## config.mk

```make
export PLATFORM = sky130hd
export DESIGN_NAME = heat_stencil_engine
export DESIGN_NICKNAME = d
export VERILOG_FILES = /design/src/rtl/heat_pkg.sv /design/src/rtl/heat_stencil_blend.sv /design/src/rtl/heat_stencil_engine.sv
export SDC_FILE = /design/constraint.sdc
export NUM_CORES = 2
export LEC_CHECK = 0
export ABC_AREA = 1
export BUFFER_PORTS_ARGS = -buffer_cell sky130_fd_sc_hd__buf_2
export CAP_MARGIN = 20
export CORE_MARGIN = 10
export CORE_UTILIZATION = 30
export CTS_BUF_LIST = sky130_fd_sc_hd__clkbuf_16
export DETAILED_ROUTE_END_ITERATION = 10
export PLACE_DENSITY = 0.46
export SETUP_SLACK_MARGIN = 0.4
export SLEW_MARGIN = 20
export SYNTH_ARGS = -nofsm -noshare
export SYNTH_HDL_FRONTEND = slang
export SYNTH_HIERARCHICAL = 1
export SYNTH_SLANG_ARGS = --single-unit
```

## constraint.sdc

```tcl
create_clock -name clk -period 10.65 [get_ports clk]
set_input_delay 2.13 -clock clk [delete_from_list [all_inputs] [get_ports clk]]
set_output_delay 2.13 -clock clk [all_outputs]
set_load 0.02 [all_outputs]
```

## src/rtl/heat_pkg.sv

```systemverilog
// Shared types and arithmetic helpers for the heat stencil engine.
// Helpers work at a fixed wide width; callers zero-extend TW-bit operands and slice results back.
package heat_pkg;

  typedef enum logic [1:0] {
    ST_IDLE  = 2'd0,
    ST_SWEEP = 2'd1,
    ST_SWAP  = 2'd2,
    ST_DONE  = 2'd3
  } state_t;

  localparam logic [1:0] ALPHA_HOLD    = 2'd0;
  localparam logic [1:0] ALPHA_HALF    = 2'd1;
  localparam logic [1:0] ALPHA_3QUART  = 2'd2;
  localparam logic [1:0] ALPHA_FULL    = 2'd3;

  // Wide enough for the four-neighbour sum of any TW up to 16.
  localparam int CALC_W = 18;
  typedef logic [CALC_W-1:0] calc_t;

  function automatic calc_t blend(input calc_t t_c, input calc_t sum, input logic [1:0] alpha);
    calc_t avg;
    calc_t res;
    avg = sum >> 2;
    res = t_c;
    case (alpha)
      ALPHA_HOLD:   res = t_c;
      ALPHA_HALF:   res = (t_c + avg) >> 1;
      ALPHA_3QUART: res = (t_c + avg + avg + avg) >> 2;
      ALPHA_FULL:   res = avg;
      default:      res = t_c;
    endcase
    return res;
  endfunction

  function automatic calc_t abs_diff(input calc_t a, input calc_t b);
    return (a >= b) ? (a - b) : (b - a);
  endfunction

endpackage

```

## src/rtl/heat_stencil_blend.sv

```systemverilog
// Combinational stencil cell: neighbour average, alpha blend, fixed-edge override and |delta|.
module heat_stencil_blend
  import heat_pkg::*;
#(
  parameter int TW = 6
) (
  input  logic [TW-1:0] t_c,
  input  logic [TW-1:0] t_l,
  input  logic [TW-1:0] t_r,
  input  logic [TW-1:0] t_u,
  input  logic [TW-1:0] t_d,
  input  logic [1:0]    alpha,
  input  logic          is_edge,
  input  logic [TW-1:0] boundary,
  output logic [TW-1:0] t_new,
  output logic [TW-1:0] delta
);

  calc_t sum;
  calc_t mixed;
  calc_t diff;
  logic [CALC_W-TW-1:0] unused_hi;

  always_comb begin
    sum   = calc_t'(t_l) + calc_t'(t_r) + calc_t'(t_u) + calc_t'(t_d);
    mixed = is_edge ? calc_t'(boundary) : blend(calc_t'(t_c), sum, alpha);
    diff  = abs_diff(mixed, calc_t'(t_c));
  end

  // Every blend result is bounded by the largest operand, so the upper bits are always zero.
  assign t_new     = mixed[TW-1:0];
  assign delta     = diff[TW-1:0];
  assign unused_hi = mixed[CALC_W-1:TW] | diff[CALC_W-1:TW];

endmodule

```

## src/rtl/heat_stencil_engine.sv

```systemverilog
// Jacobi 5-point heat solver over ping-pong banks, with host load/readback and
// a start/done handshake that stops early on the eps convergence criterion.
module heat_stencil_engine
  import heat_pkg::*;
#(
  parameter int GRID_W = 8,
  parameter int GRID_H = 8,
  parameter int TW     = 6,
  parameter int ITER_W = 8,
  parameter int AW     = $clog2(GRID_W * GRID_H)
) (
  input  logic              clk,
  input  logic              rst_n,
  input  logic              host_we,
  input  logic [AW-1:0]     host_addr,
  input  logic [TW-1:0]     host_wdata,
  output logic [TW-1:0]     host_rdata,
  input  logic              start,
  input  logic [ITER_W-1:0] iterations,
  input  logic [1:0]        alpha,
  input  logic [TW-1:0]     boundary,
  input  logic [TW-1:0]     eps,
  output logic              busy,
  output logic              done,
  output logic              converged,
  output logic [ITER_W-1:0] sweep_count,
  output logic [TW-1:0]     max_delta
);

  localparam int N  = GRID_W * GRID_H;
  localparam int XW = $clog2(GRID_W);
  localparam int YW = AW - XW;

  logic [TW-1:0] bank_mem [2][N];

  state_t            state_reg, state_next;
  logic              bank_sel_reg;
  logic [AW-1:0]     idx_reg;
  logic [1:0]        alpha_reg;
  logic [TW-1:0]     boundary_reg;
  logic [TW-1:0]     eps_reg;
  logic [ITER_W-1:0] iter_reg;
  logic [TW-1:0]     run_max_reg;
  logic [ITER_W-1:0] sweep_count_reg;
  logic [TW-1:0]     max_delta_reg;
  logic              converged_reg;
  logic [TW-1:0]     host_rdata_reg;

  logic [XW-1:0]     cell_x;
  logic [YW-1:0]     cell_y;
  logic              is_edge;
  logic [TW-1:0]     t_c, t_l, t_r, t_u, t_d;
  logic [TW-1:0]     t_new, cell_delta;
  logic [ITER_W-1:0] sweep_inc;
  logic              sweep_we, host_ok;

  assign cell_x  = idx_reg[XW-1:0];
  assign cell_y  = idx_reg[AW-1:XW];
  assign is_edge = (cell_x == '0) || (cell_x == XW'(GRID_W - 1)) ||
                   (cell_y == '0) || (cell_y == YW'(GRID_H - 1));

  // Neighbour addresses may wrap for edge cells; those reads are discarded by the edge override.
  assign t_c = bank_mem[bank_sel_reg][idx_reg];
  assign t_l = bank_mem[bank_sel_reg][idx_reg - AW'(1)];
  assign t_r = bank_mem[bank_sel_reg][idx_reg + AW'(1)];
  assign t_u = bank_mem[bank_sel_reg][idx_reg - AW'(GRID_W)];
  assign t_d = bank_mem[bank_sel_reg][idx_reg + AW'(GRID_W)];

  heat_stencil_blend #(.TW(TW)) u_blend (
    .t_c      (t_c),
    .t_l      (t_l),
    .t_r      (t_r),
    .t_u      (t_u),
    .t_d      (t_d),
    .alpha    (alpha_reg),
    .is_edge  (is_edge),
    .boundary (boundary_reg),
    .t_new    (t_new),
    .delta    (cell_delta)
  );

  assign sweep_inc = sweep_count_reg + ITER_W'(1);
  assign sweep_we  = (state_reg == ST_SWEEP);
  assign host_ok   = host_we && ((state_reg == ST_IDLE) || (state_reg == ST_DONE));

  always_ff @(posedge clk or negedge rst_n) begin
    if (!rst_n) state_reg <= ST_IDLE;
    else        state_reg <= state_next;
  end

  always_comb begin
    state_next = state_reg;
    case (state_reg)
      ST_IDLE: begin
        if (start) state_next = (iterations == '0) ? ST_DONE : ST_SWEEP;
      end
      ST_SWEEP: begin
        if (idx_reg == AW'(N - 1)) state_next = ST_SWAP;
      end
      ST_SWAP: begin
        if ((run_max_reg <= eps_reg) || (sweep_inc == iter_reg)) state_next = ST_DONE;
        else                                                     state_next = ST_SWEEP;
      end
      ST_DONE:  state_next = ST_IDLE;
      default:  state_next = ST_IDLE;
    endcase
  end

  always_ff @(posedge clk or negedge rst_n) begin
    if (!rst_n) begin
      idx_reg         <= '0;
      bank_sel_reg    <= 1'b0;
      alpha_reg       <= '0;
      boundary_reg    <= '0;
      eps_reg         <= '0;
      iter_reg        <= '0;
      run_max_reg     <= '0;
      sweep_count_reg <= '0;
      max_delta_reg   <= '0;
      converged_reg   <= 1'b0;
    end else begin
      case (state_reg)
        ST_IDLE: begin
          if (start) begin
            alpha_reg       <= alpha;
            boundary_reg    <= boundary;
            eps_reg         <= eps;
            iter_reg        <= iterations;
            idx_reg         <= '0;
            run_max_reg     <= '0;
            sweep_count_reg <= '0;
            converged_reg   <= 1'b0;
          end
        end
        ST_SWEEP: begin
          idx_reg <= idx_reg + AW'(1);
          if (cell_delta > run_max_reg) run_max_reg <= cell_delta;
        end
        ST_SWAP: begin
          bank_sel_reg    <= ~bank_sel_reg;
          sweep_count_reg <= sweep_inc;
          max_delta_reg   <= run_max_reg;
          run_max_reg     <= '0;
          idx_reg         <= '0;
          if (run_max_reg <= eps_reg) converged_reg <= 1'b1;
        end
        default: ;
      endcase
    end
  end

  // Sweep writes target the inactive bank; host writes only land when no sweep is running.
  always_ff @(posedge clk or negedge rst_n) begin
    if (!rst_n) begin
      for (int b = 0; b < 2; b++) begin
        for (int i = 0; i < N; i++) begin
          bank_mem[b][i] <= '0;
        end
      end
    end else if (sweep_we) begin
      bank_mem[~bank_sel_reg][idx_reg] <= t_new;
    end else if (host_ok) begin
      bank_mem[bank_sel_reg][host_addr] <= host_wdata;
    end
  end

  always_ff @(posedge clk or negedge rst_n) begin
    if (!rst_n) host_rdata_reg <= '0;
    else        host_rdata_reg <= bank_mem[bank_sel_reg][host_addr];
  end

  assign host_rdata  = host_rdata_reg;
  assign busy        = (state_reg == ST_SWEEP) || (state_reg == ST_SWAP);
  assign done        = (state_reg == ST_DONE);
  assign converged   = converged_reg;
  assign sweep_count = sweep_count_reg;
  assign max_delta   = max_delta_reg;

endmodule

```

# Yosys cells after proc, flatten, opt, wreduce, memory -nomap -nowiden
# Cells that the tools add are included.
totals:
  regBits: 826
  input_bits: 38
  output_inout_bits: 23
  elab_cells: 266
classes:
  n_addsub: 13
  magnitude_cmp: 15
  n_eq_ne: 14
  mux: 50
  n_bitwise: 9
  n_reduce_logical: 25
ops:
  columns: ["op", "count"]
  rows:
  - ["$mux 384", 5]
  - ["$bwmux 768", 2]
  - ["$mux 768", 2]
  - ["$demux 384 s1", 2]
  - ["$bmux 6 s6", 6]
  - ["$mux 6", 17]
  - ["$demux 6 s6", 2]
  - ["$pmux 18 s4", 1]
  - ["$ge 7x7->1 const B", 6]
  - ["$not 6->7", 6]
  - ["$add 18x16->18", 2]
  - ["$add 18x6->18", 2]
  - ["$pmux 6 s3", 2]
  - ["$ge 18x6->1", 1]
  - ["$mux 18", 1]
  - ["$add 6x16->17", 1]
  - ["$pmux 8 s2", 1]
  - ["$lt 7x1->1 const B", 2]
  - ["$sub 6x6->6", 2]
  - ["$add 8x1->8 const B", 1]
  - ["$eq 2x2->1 const B", 4]
  - ["$eq 8x8->1", 1]
  - ["$logic_not 8->1", 1]
  - ["$mux 2", 4]
  - ["28 further kinds", 52]

# Depth between registers and ports, before layout
logic_depth:
  depth_word: 20
  depth_mapped: 68
  mapped_depth_nobuf: 61

# Hierarchy
# The synthesis kept the hierarchy.
by_module_without_submodules:
  columns: ["module", "n_inst", "cells_per_inst", "area_each_um2", "seq_area_each_um2"]
  rows:
  - ["heat_stencil_engine", 1, 7652, 58342.2, 20669.8]
  - ["heat_stencil_blend", 1, 291, 1816.7, 0.0]

# Worst setup path before layout
# OpenSTA, ideal clock, no wires.
synth_path:
  path_type: "flip-flop to flip-flop"
  start: "register idx_reg[0]"
  end: "register run_max_reg[1]"
  setup_time_ns: 0.083
  arrival_ns: 8.673
  required_ns: 10.567
  setup_slack_ns: 1.894
  path_stages_with_launch: 58
  n_path_buf: 7
  synth_period_minus_slack_ns: 8.756
  path_cell_list: "dfrtp_1 -> buf_6 -> inv_6 -> buf_2 -> buf_1 -> ha_1 -> inv_1 -> clkbuf_1 -> clkbuf_1 -> nand3_1 -> nand3_1 -> nand2_1 -> nand2_1 -> nand3_1 -> nand2_1 -> nand2_1 -> nand2_1 -> inv_1 -> [22 not listed] -> ha_1 -> buf_6 -> nand2_2 -> inv_2 -> a221oi_2 -> nand3_2 -> nand2_1 -> nand2_1 -> ha_1 -> nand2_1 -> nor2_1 -> o21ai_0 -> o211ai_1 -> nand2_1 -> a21oi_1 -> clkbuf_1 -> nand3_1 -> o21ai_0"
synth_via:
  elab_chain_cells: 18
  elab_cells_between_ends: 46
  cone_classes: "add/sub: 12; order compare: 2; eq/ne: 2; mux: 20; bitwise: 5; reduce/logical: 5"
synth_rtl:
  columns: ["item", "line", "text"]
  rows:
  - ["from (decl)", "heat_stencil_engine.sv:38", "logic [AW-1:0] idx_reg;"]
  - ["from (signal assigned)", "heat_stencil_engine.sv:136", "idx_reg <= idx_reg + AW'(1);"]
  - ["$sub 6x1->6 *", "heat_stencil_engine.sv:64", "assign t_l = bank_mem[bank_sel_reg][idx_reg - AW'(1)];"]
  - ["$not 6->7 (implied by the code) *", "heat_stencil_engine.sv:64", null]
  - ["$bmux 6 s6 *", "heat_stencil_engine.sv:64", null]
  - ["$mux 6 (implied by the code) * (2 in a row)", "heat_stencil_engine.sv:64", null]
  - ["via t_l[1]", "heat_stencil_engine.sv:52", "logic [TW-1:0] t_c, t_l, t_r, t_u, t_d;"]
  - ["$add 6x6->7 *", "heat_stencil_blend.sv:25", "sum = calc_t'(t_l) + calc_t'(t_r) + calc_t'(t_u) + calc_t'(t_d);"]
  - ["$add 18x6->18 * (2 in a row)", "heat_stencil_blend.sv:25", null]
  - ["$add 6x16->17", "heat_pkg.sv:28, heat_pkg.sv:29", null]
  - ["[3 not listed]", null, null]
  - ["$mux 18 *", "heat_stencil_blend.sv:26", "mixed = is_edge ? calc_t'(boundary) : blend(calc_t'(t_c), sum, alpha);"]
  - ["via t_new[4]", "heat_stencil_engine.sv:53", "logic [TW-1:0] t_new, cell_delta;"]
  - ["$ge 18x6->1 or $sub 6x6->6 (tied branches)", "heat_pkg.sv:37", "return (a >= b) ? (a - b) : (b - a);"]
  - ["$mux 6 *", "heat_pkg.sv:37", null]
  - ["via cell_delta[5]", "heat_stencil_engine.sv:53", null]
  - ["$gt 6x6->1 *", "heat_stencil_engine.sv:137", "if (cell_delta > run_max_reg) run_max_reg <= cell_delta;"]
  - ["$ne 2x1->1 (no source line) *", null, null]
  - ["$reduce_and 3->1 (no source line) *", null, null]
  - ["to (signal assigned)", "heat_stencil_engine.sv:137", null]
  - ["to (decl)", "heat_stencil_engine.sv:43", "logic [TW-1:0] run_max_reg;"]
# The timed path passes the listed nets; every way through them passes the cells marked *. The select of a mux whose other input is x is not followed.
# A chain may end at the register's enable or synchronous reset.

# Final worst setup path
layout_path:
  start: "register idx_reg[0]"
  end: "register run_max_reg[3]"
layout_via:
  elab_cells_between_ends: 46
  cone_classes: "add/sub: 12; order compare: 2; eq/ne: 2; mux: 20; bitwise: 5; reduce/logical: 5"
layout_lines:
  columns: ["item", "line", "text"]
  rows:
  - ["$sub 6x4->6 *", "heat_stencil_engine.sv:66", "assign t_u = bank_mem[bank_sel_reg][idx_reg - AW'(GRID_W)];"]
  - ["$not 6->7 (implied by the code) *", "heat_stencil_engine.sv:66", null]
  - ["$bmux 6 s6 *", "heat_stencil_engine.sv:66", null]
  - ["$mux 6 (implied by the code) * (2 in a row)", "heat_stencil_engine.sv:66", null]
  - ["via t_u[2]", "heat_stencil_engine.sv:52", null]
  - ["$add 18x6->18 * (2 in a row)", "heat_stencil_blend.sv:25", null]
  - ["$add 6x16->17", "heat_pkg.sv:28, heat_pkg.sv:29", null]
  - ["$add 18x16->18 (2 in a row)", "heat_pkg.sv:29", "ALPHA_3QUART: res = (t_c + avg + avg + avg) >> 2;"]
  - ["$pmux 18 s4 *", "heat_pkg.sv:26", "case (alpha)"]
  - ["$mux 18 *", "heat_stencil_blend.sv:26", null]
  - ["via t_new[4]", "heat_stencil_engine.sv:53", null]
  - ["$ge 18x6->1 or $sub 6x6->6 (tied branches)", "heat_pkg.sv:37", null]
  - ["$mux 6 *", "heat_pkg.sv:37", null]
  - ["via cell_delta[5]", "heat_stencil_engine.sv:53", null]
  - ["$gt 6x6->1 *", "heat_stencil_engine.sv:137", null]
  - ["$ne 2x1->1 (no source line) *", null, null]
  - ["$reduce_and 3->1 (no source line) *", null, null]
# Marks and branches as above.

==> flow_summary.yaml <==
outcome:
  status: "finished, final reports clean"
synthesis:
  netlist_top_cells_area: "dfrtp_1 34%, nand2_1 16%, mux2_2 14%"
  synthTopCellsByCount: "2486 x nand2_1, 1157 x nand3_1, 826 x dfrtp_1"
  synth_seq_area_share: 0.3436
  netlist.area_leader.share: 0.3436
  yosysUniqueCellTypes: 52
  synth_flop_cell: "dfrtp_1"
  syn_area_sq_um: 60160
  syn-instance-count: 7943
  synth_edf_count: 0
  syn_area_per_cell_sq_um: 7.574
  synth_most_common_cell: "nand2_1"
  synthArstFlopShare: 1.000
  synth_nets: 8046
  synth_warnings: 6
  synth-seq-cells: 826
  synth_area_leader_cell: "dfrtp_1"
cells_and_area:
  utilization: 0.3367
  layout-drive-gt1-share: 0.1734
  syn_to_final_growth_pct: 11.75
  nFillCells: 21260
  largest_register_ffs: 768
  final_nets: 7873
  layoutNonFillerInstCount: 10510
timing:
  slew_headroom: 0.1713
  maxSlewViolCount: 0
  worst_pin_slew_ns: 1.243
  rsz0062_at_grt: "no"
  finalHoldViolations: 0
  max_freq_ghz: 0.1032
  finalCritPeriodShare: 0.9102
  clock_skew_ns: 0.04317
  period_minus_slack_ns: 9.694
  fin_setup_tns_ns: 0
  setup_viol: 0
  fin_ws_ns: 0.9560
worst_setup_path:
  crit_family: "simple AND/OR/NAND/NOR gates"
  slowest_delay_ns: 0.67
  critPathArrivalTime_ns: 10.36
  rr_startpoint: "idx_reg[0]"
  crit_required_ns: 11.32
  crit_type: "register to register"
  crit_slowest_cell: "fa_1"
  crit_top_cell: "nand2_1"
  crit_fanout: 25
  critPathBufInv: 7
  critPathLaunch: "idx_reg[0]"
  end_kind: "register"
  crit_path_start_kind: "register"
clock_network:
  clock_path_buffers: 3
  clock_latency_ns: 0.78
  cts.clk_slew.worst_paths_ns: 0.07
  cts-root-buf: "clkbuf_16"
  tritoncts: "built"
  h-tree-depth: 3
  cts.sinks: 826
  cts_made_buffers: 105
floorplanning:
  die_w_um: 467.8
  num_rows: 164
  die_h_um: 467.8
  dieArea_sq_um: 218800
  core_sq_um: 199700
  io_pins: 61
  start_util: 0.3013
place:
  place_ws_ns: 0.5443
  place_congestion: 1.016
  dp_hpwl_mm: 215.7
  placed_cells: 10310
  port-buffer-count: 60
pwr:
  clkPwrFrac: 0.126
  p_sw_w: 0.01649
  ir_drop_uv: 1206
  pwr-share-seq: 0.169
  swShare: 0.5694
  p_leak_nw: 25.98
  internal_power_w: 0.01247
  pwr-share-comb: 0.705
  power.density_nw_per_um2: 430.8
route:
  num_vias: 63500
  routedWlPerCell_um: 30.79
  routed_wl_mm: 323.7
  routed_via_density: 6.039
  drc: 0
  drtIter0Drc: 8563
  dr.pass1.iters: 8
  ant_nets: 0
min_path:
  min_path_type: "register to register"
  min_from: "max_delta[5]"
flow_run:
  maxCapViolCount: 0
global_routing:
  grt_pass1_wl_mm: 457.4
  grt_overflow: 0
  grt_pass1_vias: 60920
  antenna_found_initial: 19
  grt_usage: 0.2825
  grt_max_degree: 137
final timing paths:
path	cells after the start	slack, ns	to
worst max-delay path	52	0.96	run_max_reg[3]
worst min-delay path	2	0.48	max_delta[5]
worst max register to register	52	0.96	run_max_reg[3]
worst min register to register	2	0.48	max_delta[5]
max in group asynchronous	3	7.09	bank_mem[190]
min in group asynchronous	1	1.37	sweep_count[7]
stage by stage:
stage / total power (W) / hold WS [ns] / area, sq um
2_1_floorplan: 0.01750 / 0.4492 / 60160
6_report: 0.02896 / 0.4773 / 67230
5_1_grt: 0.03080 / 0.4975 / 67220
3_3_place_gp: 0.02467 / 0.4614 / 63630
3_5_place_dp: 0.02454 / 0.4673 / 63630
4_1_cts: 0.02827 / 0.4838 / 67000
power groups by stage:
stage / registers, W / logic [W] / clock network [W]
2_1_floorplan: 0.00460 / 0.0129 / 0
3_5_place_dp: 0.00491 / 0.0196 / 0
6_report: 0.00488 / 0.0204 / 0.00365
5_1_grt: 0.00498 / 0.0220 / 0.00382
4_1_cts: 0.00487 / 0.0197 / 0.00371
3_3_place_gp: 0.00490 / 0.0198 / 0
cells by family after synthesis:
kind of cell,synth area share
buffers and inverters,0.05595
AOI/OAI and AO/OA,0.1505
muxes,0.1376
DFF,0.3436
and+or+nand+nor,0.2944
adders and majority gates,0.01552
xor gates and xnor gates,0.002475
routing by layer:
metal / track usage / up-vias / part of all wire
met5: 0 / - / 0.00031
met4: 0.1476 / 14 / 0.060
met3: 0.05868 / 835 / 0.092
met2: 0.4176 / 3512 / 0.42
met1: 0.3856 / 31620 / 0.43
li1: - / 27510 / -
tightest hold or removal path: stages, from the launching register on:
cell and delay [ns]:
dfrtp_1 0.34, nand2_1 0.05, o21ai_0 0.05
final cells by class:
class | instances | area (sq um) | area share
Multi-Input combinational cell | 6309 | 36300 | 0.5400
Sequential cell | 826 | 20680 | 0.3076
Tap cell | 2656 | 3323 | 0.04943
Clock buffer | 107 | 2678 | 0.03983
Timing Repair Buffer | 260 | 2455 | 0.03652
Inverter | 268 | 1085 | 0.01614
Clock inverter | 83 | 690.7 | 0.01027
Antenna cell | 5 | 12.51 | 0.0001861
layout by cell type (no fill, tap or decap), drive strengths merged, types with 5 or more instances in the layout:
master / count
a21o: 9
a21oi: 130
a22o: 6
a22oi: 45
and2: 72
buf: 259
bufinv: 10
clkbuf: 108
clkinv: 48
clkinvlp: 6
dfrtp: 826
diode: 5
fa: 16
ha: 49
inv: 287
mux2: 735
nand2: 2495
nand3: 1169
nand3b: 10
nand4: 52
nor2: 291
nor3: 73
o211ai: 13
o21ai: 202
o22a: 5
o22ai: 907
xor2: 13
repair_timing:
item | in CTS | in global routing
hold buffers | 0 | 0
setup buffers | 0 | 3
resized for setup | 0 | 27
endpoints found under the setup margin | 0 | 6
No activity file was read; power rests on OpenSTA's default activity.
